File: src/rtl/flag_status_unit.sv
// Condition-flag producer: Z/N/C capture, pending/architectural
// registers, decode forwarding, branch hazard detection, shadow copy.
module flag_status_unit #(
    parameter int DATA_WIDTH = 8
) (
    input  logic                  clock,
    input  logic                  reset_n,
    input  logic                  ex_valid,
    input  logic [2:0]            ex_flag_mask,
    input  logic [DATA_WIDTH-1:0] ex_result,
    input  logic                  ex_carry_out,
    input  logic                  stall,
    input  logic                  flush,
    input  logic                  save_flags,
    input  logic                  restore_flags,
    input  logic [7:0]            id_operation,
    output logic [2:0]            flags_out,
    output logic                  hazard_stall,
    output logic [2:0]            shadow_flags
);

    logic [2:0] ex_flags;
    logic       capture;
    logic [2:0] flag_reg;
    logic [2:0] shadow;
    logic       pend_valid;
    logic [2:0] pend_mask;
    logic [2:0] pend_flags;
    logic [2:0] fwd_sel;
    logic       is_cond_br;
    logic       tested_hit;

    assign ex_flags[0] = (ex_result == '0);
    assign ex_flags[1] = ex_result[DATA_WIDTH-1];
    assign ex_flags[2] = ex_carry_out;

    assign capture = ex_valid && (|ex_flag_mask)
                  && !stall && !flush;

    always_ff @(posedge clock or negedge reset_n) begin
        if (!reset_n) begin
            flag_reg   <= 3'b000;
            pend_valid <= 1'b0;
            pend_mask  <= 3'b000;
            pend_flags <= 3'b000;
        end else if (restore_flags) begin
            flag_reg   <= shadow;
            pend_valid <= 1'b0;
        end else begin
            // The pending entry is older, so it commits regardless of stall/flush.
            if (pend_valid)
                flag_reg <= (flag_reg & ~pend_mask)
                          | (pend_flags & pend_mask);
            pend_valid <= capture;
            if (capture) begin
                pend_mask  <= ex_flag_mask;
                pend_flags <= ex_flags;
            end
        end
    end

    always_ff @(posedge clock or negedge reset_n) begin
        if (!reset_n)
            shadow <= 3'b000;
        else if (save_flags && !restore_flags)
            shadow <= flags_out;
    end

    assign fwd_sel   = pend_valid ? pend_mask : 3'b000;
    assign flags_out = (flag_reg & ~fwd_sel)
                     | (pend_flags & fwd_sel);

    assign shadow_flags = shadow;

    assign is_cond_br = (id_operation[7:3] == 5'b00111)
                     && (id_operation[1:0] != 2'b00);

    always_comb begin
        tested_hit = 1'b0;
        unique case (id_operation[1:0])
            2'b01:   tested_hit = ex_flag_mask[2];
            2'b10:   tested_hit = ex_flag_mask[0];
            2'b11:   tested_hit = ex_flag_mask[1];
            default: tested_hit = 1'b0;
        endcase
    end

    assign hazard_stall = is_cond_br && ex_valid && tested_hit;

endmodule

File: config.mk
export PLATFORM = sky130hd
export DESIGN_NAME = flag_status_unit
export DESIGN_NICKNAME = d
export VERILOG_FILES = /design/src/rtl/flag_status_unit.sv
export SDC_FILE = /design/constraint.sdc
export NUM_CORES = 1
export LEC_CHECK = 0
export ABC_CLOCK_PERIOD_IN_PS = 3100
export CORE_UTILIZATION = 40
export CTS_BUF_LIST = sky130_fd_sc_hd__clkbuf_16
export CTS_CLUSTER_SIZE = 12
export DETAILED_ROUTE_END_ITERATION = 10
export MAX_ROUTING_LAYER = met4
export PLACE_DENSITY = 0.81
export SLEW_MARGIN = 20
export SYNTH_ARGS = -nofsm -noshare
export SYNTH_HDL_FRONTEND = slang
export SYNTH_SLANG_ARGS = --single-unit
File: constraint.sdc
create_clock -name clock -period 3.1 [get_ports clock]
set_clock_uncertainty 0.2 [all_clocks]
set_input_delay 0.465 -clock clock [delete_from_list [all_inputs] [get_ports clock]]
set_output_delay 0.465 -clock clock [all_outputs]
set_load 0.01 [all_outputs]
; Yosys cells after proc, flatten, opt, wreduce, memory -nomap -nowiden
; Index checks and enable logic that the tools add are counted.
[word_totals]
reg_bits = 13
elab_cells = 38
[op_classes]
eq_ne = 4
mux = 5
n_bitwise = 9
reduce_logical = 15
[ops]
columns = cell, count
row1 = 3-bit AND, 4
row2 = 3-bit two-way mux, 3
row3 = 8-bit zero test, 1
row4 = 1-bit logical AND, 7
row5 = 3-bit inverter, 2
row6 = 3-bit bitwise OR, 2
row7 = 5-bit by 3-bit equality test with 1-bit output (second input constant), 1
row8 = 2-bit equality test (second input constant), 2
row9 = 2-bit nonzero test, 2
row10 = 1-bit zero test, 3
row11 = 1-bit one-hot mux with 3 select lines, 1
row12 = 3-bit OR reduction, 1
row13 = 2-bit by 1-bit equality test with 1-bit output (second input constant), 1
row14 = 2-bit AND reduction, 1
row15 = 1-bit two-way mux, 1
row16 = 1-bit inverter, 1

; Depth between registers and ports, before layout
; Gate-level depths: netlist of run 1.
[logic_depth]
word_depth = 5
mapped_depth = 4
depth_no_buf = 3

; Worst setup path before layout of run 1
; Ideal clock, no wire load.
[synth_timing]
path_kind = input -> output
from = input port id_operation[6]
to = output port hazard_stall
t_arrival_ns = 1.169
setup_slack_ns = 1.266
stages = 3
path_cell_list = nor4bb_1 -> o2111ai_1 -> nor3_1
[synth_between]
elab_chain_len = 4
[synth_rtl]
columns = element, line
row1 = start: declaration, 16  ; input logic [7:0] id_operation,
row2 = 5-bit by 3-bit equality test with 1-bit output, 75  ; assign is_cond_br = (id_operation[7:3] == 5'b00111)
row3 = 1-bit logical AND, 76  ; && (id_operation[1:0] != 2'b00);
row4 = 1-bit logical AND (2 in a row), 88  ; assign hazard_stall = is_cond_br && ex_valid && tested_hit;
row5 = end: declaration, 18  ; output logic hazard_stall,
; Every way passes these cells.

; Worst setup path after layout of run 1
[layout_timing]
from = input port ex_valid
to = output port hazard_stall
[layout_between]
elab_chain_len = 2
[layout_rtl]
columns = element, line
row1 = start: declaration, 8  ; input logic ex_valid,
row2 = 1-bit logical AND (2 in a row), 88
; Every way passes these cells.

==> results of run 1 <==
through the flow:
step	hold slack [ns]	std cells	power, mW	area, sq um	util
floorplan	-0.0306	47	0.306	628	-
global placement	0.292	93	0.400	956	0.691
detailed placement	0.295	93	0.404	956	0.691
CTS	0.305	97	0.649	1030	0.748
global route	0.318	97	0.675	1030	0.748
finish	0.303	97	0.644	1030	0.748
cell usage after synthesis:
library cell  number
inv_1              2
nor2_1             1
nor3_1             1
buf_6              1
mux2_4             4
mux2_2             9
mux2i_1            1
nor4bb_1           1
o31a_2             1
o21ai_0            1
nand2_1            6
nor4_1             2
dfrtp_1           13
nor4b_4            1
o2111ai_1          1
nand2b_1           1
a21oi_1            1
layout make-up:
type                    count  area, sq um  area share
clock buffers               3         75.1      0.0726
flip-flops and latches     13          325       0.314
multi-input cells          31          284       0.274
well taps                  15         18.8      0.0181
repair buffers             32          320       0.310
clock inverters             1         3.75     0.00363
inverters                   2         7.51     0.00726
power breakdown:
group | internal (mW) | leakage [nW] | switching, mW
Sequential | 0.211 | 0.168 | 0.0215
Combinational | 0.116 | 0.233 | 0.0576
Clock | 0.170 | 0.0423 | 0.0684
per-layer routing:
metal  wire (um)  share of wire  vias up
met5           0              0        -
met4           0              0        0
met3         149           0.10        0
met1         612           0.42      231
met2         695           0.48       28
li1            -              -      240
kinds of logic (layout without fill, tap and decap cells):
kind of cell / Yosys count / after routing
flip-flops: 13 / 13
multiplexers: 14 / 14
AO/OA/AOI/OAI: 4 / 4
buffers and inverters: 3 / 38
AND/OR/NAND/NOR: 13 / 13
cell usage in the layout (no fill, tap or decap):
| cell type | count |
|---|---|
| mux2_2 | 9 |
| nand2_1 | 6 |
| clkdlybuf4s50_1 | 32 |
| nor4b_4 | 1 |
| nor2_1 | 1 |
| inv_1 | 3 |
| dfrtp_1 | 13 |
| nor3_1 | 1 |
| nor4bb_1 | 1 |
| clkbuf_16 | 3 |
| nor4_1 | 2 |
| o21ai_0 | 1 |
| mux2_4 | 4 |
| o2111ai_1 | 1 |
| mux2i_1 | 1 |
| nand2b_1 | 1 |
| a21oi_1 | 1 |
| o31a_2 | 1 |
worst min-delay path by stage:
| stage | endpoint | slack (ns) | cells after the start |
|---|---|---|---|
| after global routing | pend_flags[2]$_DFFE_PN0P_ | 0.32 | 1 |
| after CTS | pend_flags[2]$_DFFE_PN0P_ | 0.30 | 1 |
| after global placement | pend_flags[2]$_DFFE_PN0P_ | 0.29 | 1 |
| final | pend_flags[2]$_DFFE_PN0P_ | 0.30 | 1 |
| after floorplan | async pin | -0.03 | 0 |
| after detailed placement | pend_mask[2]$_DFFE_PN0P_ | 0.29 | 1 |
==> run metrics, run 1 <==
die area=0.00173 sq mm; reg2reg start=pend_valid$_DFF_PN0_; final WL=1460 um; Most common cell on crit path=clkdlybuf4s50_1; worst-path maximum fanout=2; CTS tree=done; CP endpoint=hazard_stall; clock sinks=13; Top Usage Layer GRT=met2; vias in the first global route=513; final setup TNS=0 ns; initial DRC count=4; Warnings, synthesis=0; Area growth, synth to finish=64.7%; HPWL Detailed=1010 um; startpoint types=primary input; Die Wd=41.6 um; first-pass GRT wire length=2460 um; Syn Inst Count=47; Synth top area share=0.518; Worst Path Required=2.43 ns; pwr/cell area=623 mW/mm^2; CP Launch Point=ex_valid; DR pass1 iterations=4; Mapped Area=628 sq um; worst setup margin=0.271 ns; r2r worst-path depth=3; met2 Usage GRT=0.313; starting density of the core=0.454; Buf+Inv Stages, Crit Path=2; Clock Pin Slew Worst Setup and Hold Paths=0.04 ns; worst slack, placed=0.247 ns; stages on the worst setup path=5; row count=13; CP Cell Sequence=clkdlybuf4s50_1, nor4bb_1, o2111ai_1, nor3_1, clkdlybuf4s50_1; Post-CTS Setup Bufs=0; fill count=96; Hold Crit Class=flop to flop; min Tclk post-route=2.83 ns; TritonCTS Buffers=3; Max Freq=353 MHz; Placer Congestion=0.645; Resized cells post-CTS=0; RSZ-0062 raised after global routing=no; largest family of logic cells by synthesized area=multiplexers; Routed wire per std cell=15.0 um; critical path's largest stage delay=0.55 ns; syn_area_per_cell=13.4 sq um; simple-gate portion of the synthesized area=0.133; largest net degree at the start of global routing=14; met3 GRT Util=0.0870; Worst path top cell family by delay=buffers and inverters; MaxCap Viol Count=0; Root Driver=clkbuf_16; GR Util met1=0.230; Worst Tran Pin Value=0.596 ns; layout cells sized above 1=0.220; arrival time worst endpoint=2.16 ns; worst hold start=pend_flags[2]$_DFFE_PN0P_; CTS max path bufs=2; DRC Markers=0; top post-synthesis cells by area=dfrtp_1, mux2_2, mux2_4, nor4b_4, nand2_1; worst relative slew slack=0.601; diode count=0; H-tree depth=1; Final nets=110; Setup crit end kind=primary output; XOR/XNOR Fraction of Synth Area=0; Setup-failing EPs final=0; Port Buffer Count=32; initial antenna violation count=0; status=finished, final reports clean; critical path class=primary input to primary output; Synth Area in Compound Gates=0.0458; remaining antenna violation count after routing=0; mux cell area share after synthesis=0.273; Yosys cell types=17; GR Overflow Total=0; Peak VDD IR=0.390 mV; I/O Pins=34; slowest CP cell=clkdlybuf4s50_1; fin crit share=0.913; syn nets=74; core box area=0.00138 sq mm; Vias/cell=5.14; Seq/Total Area, Yosys=0.518; hold_buf cts=0; worst-skew pair later-pin latency=0.24 ns; vias=499; die height=41.6 um; post-synthesis register bit count=13; Lkg Pwr=0.444 nW; cell accounting for the most synthesized area=dfrtp_1; Post-Synth Adder-Cell Area=0; final hold violations=0; GRT Total Usage=0.196; R2R Setup Slk=1.69 ns; Final Max Tran Viols=0
Power figures use the tool's default switching activity.
==> inputs of run 2 (changes only) <==
- RECOVER_POWER: unset -> 50
==> run metrics, run 2 (same netlist as run 1, synthesis figures left out) <==
Vias/cell=5.14 (unchanged); CP Cell Sequence=clkdlybuf4s50_1, nor4bb_1, o2111ai_1, nor3_1, clkdlybuf4s50_1; Area growth, synth to finish=64.7% (unchanged); startpoint types=primary input; CTS max path bufs=2 (unchanged); status=finished, final reports clean; CTS tree=done; diode count=0 (unchanged); DRC Markers=0 (unchanged); Final nets=110 (unchanged); Setup crit end kind=primary output; core box area=0.00138 sq mm (unchanged); worst setup margin=0.271 ns (unchanged); met3 GRT Util=0.0870 (unchanged); TritonCTS Buffers=3 (unchanged); Most common cell on crit path=clkdlybuf4s50_1; Peak VDD IR=0.389 mV (-0.28%); final cell area excluding filler cells=0.00103 sq mm (unchanged); Max Freq=353 MHz (unchanged); Clock Pin Slew Worst Setup and Hold Paths=0.04 ns (about the same); worst relative slew slack=0.597 (-0.00404); largest net degree at the start of global routing=14 (unchanged); worst-path maximum fanout=2 (unchanged); GRT Total Usage=0.196 (unchanged); Worst path top cell family by delay=buffers and inverters; commonest non-fill, non-tap cell in the layout=clkdlybuf4s50_1; DR pass1 iterations=4 (unchanged); Worst Tran Pin Value=0.602 ns (+0.00594 ns); die height=41.6 um (unchanged); critical path class=primary input to primary output; hold_buf cts=0 (unchanged); die area=0.00173 sq mm (unchanged); Resized cells post-CTS=0 (unchanged); fill count=96 (unchanged); remaining antenna violation count after routing=0 (unchanged); Die Wd=41.6 um (unchanged); vias=499 (unchanged); Final Max Tran Viols=0 (unchanged); initial DRC count=4 (unchanged); Worst Path Required=2.43 ns (about the same); row count=13 (unchanged); critical path's largest stage delay=0.55 ns (about the same); Buf+Inv Stages, Crit Path=2 (unchanged); met2 Usage GRT=0.313 (unchanged); HPWL Detailed=1010 um (unchanged); RSZ-0062 raised after global routing=no; final setup TNS=0 ns (unchanged); worst slack, placed=0.247 ns (unchanged); vias in the first global route=513 (unchanged); initial antenna violation count=0 (unchanged); most frequent cells in the layout=clkdlybuf4s50_1, dfrtp_1, mux2_2; first-pass GRT wire length=2460 um (unchanged); arrival time worst endpoint=2.16 ns (about the same); MaxCap Viol Count=0 (unchanged); final WL=1460 um (unchanged); Top Usage Layer GRT=met2; slowest CP cell=clkdlybuf4s50_1; Post-CTS Setup Bufs=0 (unchanged); Hold Crit Class=flop to flop; Root Driver=clkbuf_16; GR Overflow Total=0 (unchanged); I/O Pins=34 (unchanged); Lkg Pwr=0.444 nW (+0.12%); fin crit share=0.913 (unchanged); Placer Congestion=0.645 (unchanged); final hold violations=0 (unchanged); worst-skew pair later-pin latency=0.24 ns (about the same); DP Area=956 sq um (unchanged); clock sinks=13 (unchanged); GR Util met1=0.230 (unchanged); starting density of the core=0.454 (unchanged); min Tclk post-route=2.83 ns (unchanged); H-tree depth=1 (unchanged); pwr/cell area=622 mW/mm^2 (about the same); Setup-failing EPs final=0 (unchanged); Port Buffer Count=32 (unchanged); layout cells sized above 1=0.220 (unchanged); Routed wire per std cell=15.0 um (unchanged)
## run 2: cell count changes in the layout (fill, tap and decap cells not counted)
| cell | delta |
|---|---|
| dlygate4sd3_1 | +2 |
| clkdlybuf4s50_1 | -2 |
## run 2: power by group
part	switching (mW)	internal, mW
Combinational	0.0576	0.116
Sequential	0.0215	0.211
Clock	0.0684	0.170
Total	0.148	0.496
## run 2: cell type report
class / count / area [sq um] / area share
Multi-Input combinational cell: 31 / 284 / 0.274
Timing Repair Buffer: 32 / 320 / 0.310
Sequential cell: 13 / 325 / 0.314
Clock inverter: 1 / 3.75 / 0.00363
Tap cell: 15 / 18.8 / 0.0181
Clock buffer: 3 / 75.1 / 0.0726
Inverter: 2 / 7.51 / 0.00726
## run 2: stage by stage
stage	total power, mW	util	instances	hold WS, ns
floorplan	0.306	-	47	-0.0306
global placement	0.400	0.691	93	0.292
detailed placement	0.404	0.691	93	0.295
CTS	0.649	0.748	97	0.305
global route	0.674	0.748	97	0.318
finish	0.644	0.748	97	0.303
## run 2: final timing paths
check	slack, ns	to	from	depth (start not counted)
worst max-delay path	0.27	hazard_stall	ex_valid	5
worst min-delay path	0.30	pend_flags[2]$_DFFE_PN0P_	pend_flags[2]$_DFFE_PN0P_	1
worst max register to register	1.69	flop	pend_valid$_DFF_PN0_	3
worst min register to register	0.30	pend_flags[2]$_DFFE_PN0P_	pend_flags[2]$_DFFE_PN0P_	1
max in group asynchronous	1.83	pend_mask[2]$_DFFE_PN0P_	reset_n	1
min in group asynchronous	0.48	async pin	reset_n	1
## run 2: layer usage
| layer | vias to the layer above | part of all wire |
|---|---|---|
| met5 | - | 0 |
| met4 | 0 | 0 |
| met3 | 0 | 0.10 |
| met2 | 28 | 0.48 |
| met1 | 231 | 0.42 |
| li1 | 240 | - |
==> inputs of run 3 (changes only) <==
- CELL_PAD_IN_SITES_DETAIL_PLACEMENT: unset -> 2
- CELL_PAD_IN_SITES_GLOBAL_PLACEMENT: unset -> 2
- CORE_UTILIZATION: 40 -> 24
- PLACE_DENSITY: 0.81 -> 0.8
==> run metrics, run 3 (same netlist as run 1, synthesis figures left out) <==
I/O Pins=34 (unchanged); Final nets=110 (unchanged); Area growth, synth to finish=67.7%; r2r worst-path depth=3 (unchanged); HPWL Detailed=1360 um (+34%); vias in the first global route=621 (+21%); DP Cell Count=108 (+16%); Routed wire per std cell=15.7 um (+4.4%); Die Wd=53.2 um (+28%); MaxCap Viol Count=0 (unchanged); DRC Markers=0 (unchanged); Internal=0.496 mW (about the same); remaining antenna violation count after routing=0 (unchanged); H-tree depth=1 (unchanged); hold_buf cts=0 (unchanged); share of power burned in registers=0.362 (about the same); CP Cell Sequence=clkdlybuf4s50_1, nor4bb_1, o2111ai_1, nor3_1, clkdlybuf4s50_1; CTS tree=done; worst relative slew slack=0.598 (+0.00129); fill count=270 (+180%); Setup-failing EPs final=0 (unchanged); RSZ-0062 raised after global routing=no; CP endpoint=hazard_stall; pwr/cell area=609 mW/mm^2 (-2.1%); commonest non-fill, non-tap cell in the layout=clkdlybuf4s50_1; TritonCTS Buffers=3 (unchanged); critical path class=primary input to primary output; DR pass1 iterations=1 (-3); Port Buffer Count=32 (unchanged); slowest CP cell=clkdlybuf4s50_1; initial DRC count=0 (-4); clock share of power=0.368 (-0.002); largest net degree at the start of global routing=14 (unchanged); row count=18 (+5); core box area=0.00248 sq mm (+79%); Most common cell on crit path=clkdlybuf4s50_1; Hold Crit Class=flop to flop; final setup TNS=0 ns (unchanged); Max Freq=350 MHz (-0.92%); Worst Path Required=2.43 ns (about the same); GR Overflow Total=0 (unchanged); vias=525 (+5.2%); Final Max Tran Viols=0 (unchanged); min Tclk post-route=2.86 ns (+0.0262 ns); first-pass GRT wire length=2740 um (+12%); starting density of the core=0.254 (-0.201); Post-CTS Setup Bufs=0 (unchanged); diode count=0 (unchanged); Lkg Pwr=0.444 nW (unchanged); die area=0.00283 sq mm (+63%); Root Driver=clkbuf_16; Peak VDD IR=0.317 mV (-18%); Vias/cell=4.69 (-8.9%); hold path cells=1 (unchanged); CTS max path bufs=2 (unchanged); GRT Total Usage=0.150 (-0.0457); layout cells sized above 1=0.220 (unchanged); Clock Pin Slew Worst Setup and Hold Paths=0.04 ns (about the same); arrival time worst endpoint=2.19 ns (+0.03 ns); initial antenna violation count=0 (unchanged); final WL=1760 um (+21%); critical path's largest stage delay=0.56 ns (about the same); Placer Congestion=0.640 (-0.71%); combinational share of power=0.270 (about the same); final hold violations=0 (unchanged); R2R Setup Slk=1.68 ns (about the same); worst-skew pair later-pin latency=0.24 ns (about the same); CP Launch Point=ex_valid; Sw Share=0.227 (-0.00246); worst-path maximum fanout=2 (unchanged); Setup crit end kind=primary output; fin crit share=0.921 (+0.00846); clock sinks=13 (unchanged); most frequent cells in the layout=clkdlybuf4s50_1, dfrtp_1, mux2_2; die height=53.2 um (+28%); Non-Filler Instances=112 (+15%); reg2reg start=pend_valid$_DFF_PN0_; status=finished, final reports clean; Resized cells post-CTS=0 (unchanged); Sw Pwr=0.146 mW (-1.4%); startpoint types=primary input; Worst Tran Pin Value=0.600 ns (-0.00192 ns)
run 3: worst max-delay path: cells and delay by family:
kind / cells / cell delay, ns
simple gates: 2 / 0.52
compound gates: 1 / 0.16
buf+inv: 2 / 1.04
run 3: cell type report:
type	instances	area, sq um	share of cell area
flip-flops and latches	13	325	0.309
clock inverters	1	3.75	0.00356
well taps	30	37.5	0.0356
repair buffers	32	320	0.304
multi-input cells	31	284	0.270
clock buffers	3	75.1	0.0713
inverters	2	7.51	0.00713
run 3: through the flow:
stage                     hold WS (ns)  setup WS, ns   util  area (sq um)  total power [mW]
after floorplan                -0.0306          1.27      -           628             0.306
after global placement           0.293         0.298  0.393           975             0.401
after detailed placement         0.303         0.170  0.393           975             0.409
after CTS                        0.319         0.173  0.425          1050             0.655
after global routing             0.338        0.0839  0.425          1050             0.673
final                            0.312         0.245  0.425          1050             0.642
run 3: how the worst min path moves through the flow:
stage / startpoint / endpoint / slack [ns]
6_report: pend_mask[2]$_DFFE_PN0P_ / pend_mask[2]$_DFFE_PN0P_ / 0.31
5_1_grt: pend_flags[2]$_DFFE_PN0P_ / pend_flags[2]$_DFFE_PN0P_ / 0.34
4_1_cts: pend_flags[2]$_DFFE_PN0P_ / pend_flags[2]$_DFFE_PN0P_ / 0.32
3_5_place_dp: pend_flags[2]$_DFFE_PN0P_ / pend_flags[2]$_DFFE_PN0P_ / 0.30
3_3_place_gp: pend_flags[2]$_DFFE_PN0P_ / pend_flags[2]$_DFFE_PN0P_ / 0.29
2_1_floorplan: reset_n / async pin / -0.03
run 3: routing by layer:
| metal | wire length (um) | vias to the layer above | global-route usage |
|---|---|---|---|
| li1 | - | 240 | - |
| met1 | 629 | 262 | 0.132 |
| met2 | 954 | 21 | 0.283 |
| met3 | 146 | 2 | 0.0287 |
| met4 | 27 | 0 | 0.105 |
| met5 | 0 | - | - |
run 3: power by group through the flow:
stage               clock network (mW)  registers (mW)  logic [mW]
floorplan                            0           0.234      0.0727
global placement                     0           0.230       0.171
detailed placement                   0           0.234       0.175
CTS                              0.243           0.233       0.178
global route                     0.247           0.238       0.188
finish                           0.236           0.232       0.173
